`config.mk`:
```
export PLATFORM = sky130hd
export DESIGN_NAME = mem_access_unit_flat
export DESIGN_NICKNAME = d
export VERILOG_FILES = /design/src/rtl/mem_access_unit_pkg.sv /design/src/rtl/mem_access_unit_if.sv /design/src/rtl/mem_access_unit_byte_lane_unit.sv /design/src/rtl/mem_access_unit.sv /design/src/flat_wrapper.sv
export SDC_FILE = /design/constraint.sdc
export NUM_CORES = 1
export LEC_CHECK = 0
export CAP_MARGIN = 10
export CORE_MARGIN = 1.5
export CORE_UTILIZATION = 51
export CTS_BUF_LIST = sky130_fd_sc_hd__clkbuf_16
export CTS_CLUSTER_SIZE = 20
export DETAILED_ROUTE_END_ITERATION = 6
export GPL_TIMING_DRIVEN = 0
export PLACE_DENSITY = 0.94
export SKIP_LAST_GASP = 1
export SYNTH_ARGS = -nofsm -noshare
export SYNTH_HDL_FRONTEND = slang
export SYNTH_SLANG_ARGS = --single-unit
```
`constraint.sdc`:
```
create_clock -name clk -period 5.3 [get_ports clk]
set_input_delay 0.795 -clock clk [delete_from_list [all_inputs] [get_ports clk]]
set_output_delay 0.795 -clock clk [all_outputs]
set_load 0.01 [all_outputs]
```
`src/rtl/mem_access_unit_pkg.sv`:
```
// Shared types for the load/store front end: access sizes, FSM states
// and the check that rejects illegal or misaligned requests.
package mem_access_pkg;

  localparam int DATA_W = 32;

  typedef enum logic [1:0] {
    SZ_BYTE    = 2'b00,
    SZ_HALF    = 2'b01,
    SZ_WORD    = 2'b10,
    SZ_ILLEGAL = 2'b11
  } size_e;

  typedef enum logic [2:0] {
    IDLE,
    READ,
    CAPTURE,
    WRITE,
    DONE
  } state_e;

  // Halves must sit on an even byte and words on a word boundary.
  function automatic logic isBadAccess(input size_e size, input logic [1:0] offset);
    case (size)
      SZ_BYTE: return 1'b0;
      SZ_HALF: return offset[0];
      SZ_WORD: return offset != 2'b00;
      default: return 1'b1;
    endcase
  endfunction

endpackage

```
`src/rtl/mem_access_unit_if.sv`:
```
// Request/response bus from the execute stage plus the word-addressed
// datamemory port; the unit takes the slave side.
interface mem_access_unit_if
  import mem_access_pkg::*;
#(
  parameter int ADDR_W = 14
);

  logic              req_valid;
  logic              req_ready;
  logic              req_write;
  logic [1:0]        req_size;
  logic              req_signed;
  logic [ADDR_W+1:0] req_addr;
  logic [DATA_W-1:0] req_wdata;
  logic              resp_valid;
  logic              resp_err;
  logic [DATA_W-1:0] resp_rdata;
  logic [ADDR_W-1:0] mem_readAddr;
  logic [ADDR_W-1:0] mem_writeAddr;
  logic              mem_readEn;
  logic              mem_writeEn;
  logic [DATA_W-1:0] mem_dIn;
  logic [DATA_W-1:0] mem_dOut;

  modport slave (
    input  req_valid, req_write, req_size, req_signed, req_addr, req_wdata, mem_dOut,
    output req_ready, resp_valid, resp_err, resp_rdata,
           mem_readAddr, mem_writeAddr, mem_readEn, mem_writeEn, mem_dIn
  );

  modport master (
    output req_valid, req_write, req_size, req_signed, req_addr, req_wdata, mem_dOut,
    input  req_ready, resp_valid, resp_err, resp_rdata,
           mem_readAddr, mem_writeAddr, mem_readEn, mem_writeEn, mem_dIn
  );

endinterface

```
`src/rtl/mem_access_unit_byte_lane_unit.sv`:
```
// Combinational lane logic: extracts and extends a load lane, and merges
// a sub-word store into the word read back from memory.
module byte_lane_unit
  import mem_access_pkg::*;
(
  input  logic [DATA_W-1:0] word_i,
  input  logic [1:0]        offset_i,
  input  size_e             size_i,
  input  logic              signed_i,
  input  logic [DATA_W-1:0] wdata_i,
  output logic [DATA_W-1:0] loadData_o,
  output logic [DATA_W-1:0] storeData_o
);

  logic [4:0]        shamt;
  logic [DATA_W-1:0] shifted;
  logic [DATA_W-1:0] mask;

  // Half accesses only ever arrive with offset 0 or 2, so shamt is 0 or 16.
  always_comb begin
    shamt      = {offset_i, 3'b000};
    shifted    = word_i >> shamt;
    loadData_o = word_i;
    mask       = '1;
    case (size_i)
      SZ_BYTE: begin
        loadData_o = {{(DATA_W-8){signed_i & shifted[7]}}, shifted[7:0]};
        mask       = 32'h0000_00FF;
      end
      SZ_HALF: begin
        loadData_o = {{(DATA_W-16){signed_i & shifted[15]}}, shifted[15:0]};
        mask       = 32'h0000_FFFF;
      end
      default: ;
    endcase
    storeData_o = (word_i & ~(mask << shamt)) | ((wdata_i & mask) << shamt);
  end

endmodule

```
`src/rtl/mem_access_unit.sv`:
```
// Load/store sequencer in front of datamemory: one request at a time,
// read-modify-write for sub-word stores, registered memory/response outputs.
module mem_access_unit
  import mem_access_pkg::*;
#(
  parameter int ADDR_W = 14
) (
  input  logic              clk,
  input  logic              reset,
  mem_access_unit_if.slave  bus
);

  state_e            state_q, state_d;
  logic [ADDR_W+1:0] addr_q, addr_d;
  size_e             size_q, size_d;
  logic              signed_q, signed_d;
  logic              write_q, write_d;
  logic [DATA_W-1:0] wdata_q, wdata_d;
  logic              readEn_q, readEn_d;
  logic              writeEn_q, writeEn_d;
  logic              respValid_q, respValid_d;
  logic              respErr_q, respErr_d;
  logic [DATA_W-1:0] rdata_q, rdata_d;
  logic [DATA_W-1:0] dIn_q, dIn_d;

  logic              accept;
  logic              reqErr;
  size_e             reqSize;
  logic [DATA_W-1:0] loadData;
  logic [DATA_W-1:0] storeData;

  assign reqSize       = size_e'(bus.req_size);
  assign reqErr        = isBadAccess(reqSize, bus.req_addr[1:0]);
  assign bus.req_ready = (state_q == IDLE) && !reset;
  assign accept        = bus.req_valid && bus.req_ready;

  byte_lane_unit u_lanes (
    .word_i      (bus.mem_dOut),
    .offset_i    (addr_q[1:0]),
    .size_i      (size_q),
    .signed_i    (signed_q),
    .wdata_i     (wdata_q),
    .loadData_o  (loadData),
    .storeData_o (storeData)
  );

  always_comb begin
    state_d   = state_q;
    addr_d    = addr_q;
    size_d    = size_q;
    signed_d  = signed_q;
    write_d   = write_q;
    wdata_d   = wdata_q;
    dIn_d     = dIn_q;
    rdata_d   = '0;
    respErr_d = 1'b0;
    case (state_q)
      IDLE: begin
        if (accept) begin
          addr_d   = bus.req_addr;
          size_d   = reqSize;
          signed_d = bus.req_signed;
          write_d  = bus.req_write;
          wdata_d  = bus.req_wdata;
          if (reqErr) begin
            state_d   = DONE;
            respErr_d = 1'b1;
          end else if (bus.req_write && reqSize == SZ_WORD) begin
            state_d = WRITE;
            dIn_d   = bus.req_wdata;
          end else begin
            state_d = READ;
          end
        end
      end
      READ:    state_d = CAPTURE;
      CAPTURE: begin
        if (write_q) begin
          dIn_d   = storeData;
          state_d = WRITE;
        end else begin
          rdata_d = loadData;
          state_d = DONE;
        end
      end
      WRITE:   state_d = DONE;
      DONE:    state_d = IDLE;
      default: state_d = IDLE;
    endcase
    // Strobes are decoded from the next state so they come straight off flops.
    readEn_d    = (state_d == READ);
    writeEn_d   = (state_d == WRITE);
    respValid_d = (state_d == DONE);
  end

  always_ff @(posedge clk) begin
    if (reset) begin
      state_q     <= IDLE;
      addr_q      <= '0;
      size_q      <= SZ_BYTE;
      signed_q    <= 1'b0;
      write_q     <= 1'b0;
      wdata_q     <= '0;
      readEn_q    <= 1'b0;
      writeEn_q   <= 1'b0;
      respValid_q <= 1'b0;
      respErr_q   <= 1'b0;
      rdata_q     <= '0;
      dIn_q       <= '0;
    end else begin
      state_q     <= state_d;
      addr_q      <= addr_d;
      size_q      <= size_d;
      signed_q    <= signed_d;
      write_q     <= write_d;
      wdata_q     <= wdata_d;
      readEn_q    <= readEn_d;
      writeEn_q   <= writeEn_d;
      respValid_q <= respValid_d;
      respErr_q   <= respErr_d;
      rdata_q     <= rdata_d;
      dIn_q       <= dIn_d;
    end
  end

  assign bus.mem_readAddr  = addr_q[ADDR_W+1:2];
  assign bus.mem_writeAddr = addr_q[ADDR_W+1:2];
  assign bus.mem_readEn    = readEn_q;
  assign bus.mem_writeEn   = writeEn_q;
  assign bus.mem_dIn       = dIn_q;
  assign bus.resp_valid    = respValid_q;
  assign bus.resp_err      = respErr_q;
  assign bus.resp_rdata    = rdata_q;

endmodule

```
`src/flat_wrapper.sv`:
```
// flat-port wrapper written by rule: the top's interface ports become plain ports
module mem_access_unit_flat import mem_access_pkg::*;
#(
  parameter int ADDR_W = 14
)
  (clk, reset, bus_req_valid, bus_req_write, bus_req_size, bus_req_signed, bus_req_addr, bus_req_wdata, bus_mem_dOut, bus_req_ready, bus_resp_valid, bus_resp_err, bus_resp_rdata, bus_mem_readAddr, bus_mem_writeAddr, bus_mem_readEn, bus_mem_writeEn, bus_mem_dIn);
  mem_access_unit_if #(.ADDR_W(ADDR_W)) bus_i ();
  input  logic clk;
  input  logic reset;
  input wire logic [$bits(bus_i.req_valid)-1:0] bus_req_valid;
  input wire logic [$bits(bus_i.req_write)-1:0] bus_req_write;
  input wire logic [$bits(bus_i.req_size)-1:0] bus_req_size;
  input wire logic [$bits(bus_i.req_signed)-1:0] bus_req_signed;
  input wire logic [$bits(bus_i.req_addr)-1:0] bus_req_addr;
  input wire logic [$bits(bus_i.req_wdata)-1:0] bus_req_wdata;
  input wire logic [$bits(bus_i.mem_dOut)-1:0] bus_mem_dOut;
  output wire logic [$bits(bus_i.req_ready)-1:0] bus_req_ready;
  output wire logic [$bits(bus_i.resp_valid)-1:0] bus_resp_valid;
  output wire logic [$bits(bus_i.resp_err)-1:0] bus_resp_err;
  output wire logic [$bits(bus_i.resp_rdata)-1:0] bus_resp_rdata;
  output wire logic [$bits(bus_i.mem_readAddr)-1:0] bus_mem_readAddr;
  output wire logic [$bits(bus_i.mem_writeAddr)-1:0] bus_mem_writeAddr;
  output wire logic [$bits(bus_i.mem_readEn)-1:0] bus_mem_readEn;
  output wire logic [$bits(bus_i.mem_writeEn)-1:0] bus_mem_writeEn;
  output wire logic [$bits(bus_i.mem_dIn)-1:0] bus_mem_dIn;
  assign bus_i.req_valid = bus_req_valid;
  assign bus_i.req_write = bus_req_write;
  assign bus_i.req_size = bus_req_size;
  assign bus_i.req_signed = bus_req_signed;
  assign bus_i.req_addr = bus_req_addr;
  assign bus_i.req_wdata = bus_req_wdata;
  assign bus_i.mem_dOut = bus_mem_dOut;
  assign bus_req_ready = bus_i.req_ready;
  assign bus_resp_valid = bus_i.resp_valid;
  assign bus_resp_err = bus_i.resp_err;
  assign bus_resp_rdata = bus_i.resp_rdata;
  assign bus_mem_readAddr = bus_i.mem_readAddr;
  assign bus_mem_writeAddr = bus_i.mem_writeAddr;
  assign bus_mem_readEn = bus_i.mem_readEn;
  assign bus_mem_writeEn = bus_i.mem_writeEn;
  assign bus_mem_dIn = bus_i.mem_dIn;
  mem_access_unit #(.ADDR_W(ADDR_W)) u_core (.clk(clk), .reset(reset), .bus(bus_i));
endmodule
```
==> flow_summary.yaml <==
critical_path:
  cp.required_ns: 4.51
  reg2reg_depth: 7
  cp-start-kind: "input pin"
  critical_path_peak_fanout: 4
  worst_setup_path_end_kind: "output port"
  cp.arrival_ns: 2.23
  worstSetupPathType: "input pin to output port"
clock_network:
  cts.reportedPaths.clkPinSlew_ns: 0.05
  clk_latency_ns: 0.42
  clockBufferDepth: 2
  cts.sinks: 123
  hold_buffers: 0
  cts_setup_buffers: 0
  cts_tree: "built"
  cts-root-buf: "clkbuf_16"
  cts_buffers: 17
  cts_resized: 0
  h-tree-depth: 4
min_path:
  hold_depth: 2
  hp-class: "flip-flop to flip-flop"
yosys:
  yosys.area_share.simple_pct: 18.9
  avgSynthCellArea_sq_um: 8.28
  ys_types: 44
  synthAdderAreaFrac_pct: 0
  yosysWarningCount: 0
  synthXorXnorAreaFrac_pct: 0
  synthMuxAreaShare_pct: 4.53
  synth_top_family_by_area: "compound AO/OA/AOI/OAI gates"
  synth-compound-area-share_pct: 27.3
  synth-seq-cells: 123
  synth_nets: 808
  synth_cells: 721
  ys_seq_area_share_pct: 41.2
  syn-cell-area_sq_um: 5970
placed_design:
  dp_hpwl_um: 15700
  gp_congestion: 1.03
  place_area_sq_um: 7980
  dp_cells: 1047
  numPortBuffers: 183
die:
  ios: 184
  initial_utilization_pct: 52.3
  row_count: 39
  coreArea_sq_um: 11400
  dieArea_sq_um: 12400
  die_h_um: 111
  fp.dieW_um: 111
cells_and_area:
  drive_gt1_share_pct: 9.74
  n_antenna_cell: 0
  final-instance-count-excl-fill: 1077
  fin_area_sq_um: 8500
  area_delta_synth_final_pct: 42.3
  final_net_count: 1010
power:
  power_density_nw_per_um2: 290
  leakage_nw: 3.09
  ir_drop_uv: 173
sta:
  finalCritPeriodShare_pct: 57.1
  setup_viol: 0
  tightest_slew_ns: 0.882
  fmax_ghz: 0.330
  hold_violations: 0
  relSlewSlack_pct: 40.7
  finalSetupTns_ns: 0
  maxSlewViolCount: 0
  grt_setup_unrepaired: "no"
  fin_crit_ns: 3.03
  fin_worst_skew_ns: 0.00654
global_routing:
  antenna_found_initial: 0
  grt_max_degree: 17
  grt_overflow: 0
  grt_pass1_vias: 6153
  grt_pass1_wl_um: 32900
  grt_usage_pct: 34.0
detailed_routing:
  drt_pass1_iterations: 6
  post_drt_wl_per_cell_um: 19.5
  routed_wirelength_um: 21000
  viasPerCell: 5.88
  antenna_left: 0
  vias: 6332
  drc: 0
  drt_iter0_markers: 722
job:
  timing.max_cap.violations: 0
status:
  status: "complete, no violations"
==> metrics by stage <==
| step | utilization, % | total power, mW | hold WS, ns | worst slack, ns |
|---|---|---|---|---|
| after floorplan | - | 1.23 | 0.449 | 3.13 |
| after detailed placement | 69.9 | 1.43 | 0.447 | 2.14 |
| after global routing | 74.4 | 2.54 | 0.468 | 2.18 |
| after global placement | 69.9 | 1.42 | 0.442 | 2.22 |
| after CTS | 74.4 | 2.45 | 0.454 | 2.25 |
| final | 74.4 | 2.46 | 0.454 | 2.27 |
==> final cells by class <==
class	count	area, sq um
plain buffers	92	468
clock buffers	17	425
clock inverters	13	90.1
fillers	813	2920
inverters	4	15.0
multi-input cells	502	3020
flip-flops and latches	123	2460
well taps	143	179
repair buffers	183	1830
==> synthesized netlist by cell type <==
library cell	n	area, sq um
dfxtp_1	123	2460
nand2_1	105	394
o21ai_0	77	385
nand2b_1	54	338
clkbuf_1	51	191
a21oi_1	48	240
o211ai_1	41	308
buf_4	28	210
a22oi_1	24	180
mux2i_1	18	180
a21o_1	17	128
nor2_1	13	48.8
nor2b_1	12	75.1
or2_2	10	62.6
nand3_1	9	45.0
o2bb2ai_1	9	78.8
mux2_2	8	90.1
nand4_1	8	50.1
nor3_1	8	40.0
o2111ai_1	8	70.1
buf_2	7	35.0
a22o_1	6	52.6
o221a_2	6	67.6
buf_1	4	15.0
inv_1	3	11.3
and2_0	2	12.5
nor3b_1	2	15.0
o21a_1	2	15.0
o31ai_1	2	15.0
or3_1	2	12.5
a2111oi_4	1	27.5
a21boi_1	1	7.51
a222oi_1	1	10.0
a31oi_1	1	6.26
a32o_1	1	10.0
and2_1	1	6.26
and3_1	1	6.26
buf_6	1	11.3
clkbuf_2	1	5.00
inv_2	1	3.75
nand3b_1	1	7.51
nor4_2	1	12.5
o211a_1	1	10.0
o41ai_2	1	16.3
==> cells in the final DEF (no fill, tap or decap), types with 10 or more instances in the layout <==
cell type        count
mux2i_1             18
nor2_1              13
clkbuf_16           17
nor2b_1             12
dfxtp_1            123
clkbuf_1            51
a21oi_1             48
clkdlybuf4s50_1    183
or2_2               10
o211ai_1            41
o21ai_0             77
a21o_1              17
nand2_1            105
nand2b_1            54
buf_4               28
a22oi_1             24
==> logic make-up (layout without fill, tap and decap cells) <==
logic type / Yosys count / in the layout
AND/OR/NAND/NOR: 229 / 229
flip-flops: 123 / 123
AO/OA/AOI/OAI: 247 / 247
multiplexers: 26 / 26
buffers and inverters: 96 / 309
==> worst paths after layout <==
kind | from | end | slack [ns]
max | reset | bus_req_ready | 2.27
min reg2reg | u_core.bus.mem_dIn[4] | u_core.bus.mem_dIn[4] | 0.45
min | u_core.bus.mem_dIn[4] | u_core.bus.mem_dIn[4] | 0.45
max reg2reg | u_core.addr_q[0] | u_core.bus.mem_dIn[15] | 2.75
==> per-layer routing <==
| layer | vias to the layer above | share of wire, % | track usage [%] | routed length (um) |
|---|---|---|---|---|
| met4 | 0 | 5.0 | 18.7 | 1050 |
| met1 | 2895 | 40 | 44.0 | 8380 |
| met5 | - | 0 | 0 | 0 |
| li1 | 2936 | - | - | - |
| met2 | 413 | 45 | 52.6 | 9430 |
| met3 | 88 | 10 | 7.87 | 2150 |
==> report_power, final <==
part	switching [mW]	internal [mW]	leakage [nW]
combinational	0.220	0.203	1.82
clock	0.411	0.624	0.265
sequential	0.0383	0.966	1.00
total	0.670	1.79	3.09
==> flip-flops by register name (all words and copies together) (netlist names), 2 cells and up <==
name	count
u_core.bus.resp_rdata	32
u_core.size_q	2
u_core.state_q	3
u_core.bus.mem_dIn	32
u_core.addr_q	16
u_core.wdata_q	32
==> critical path, cell delays in order <==
cell,delay (ns)
clkdlybuf4s50_1,0.47
nor4_2,0.35
clkdlybuf4s50_1,0.62
(Power assumes the default switching activity.)
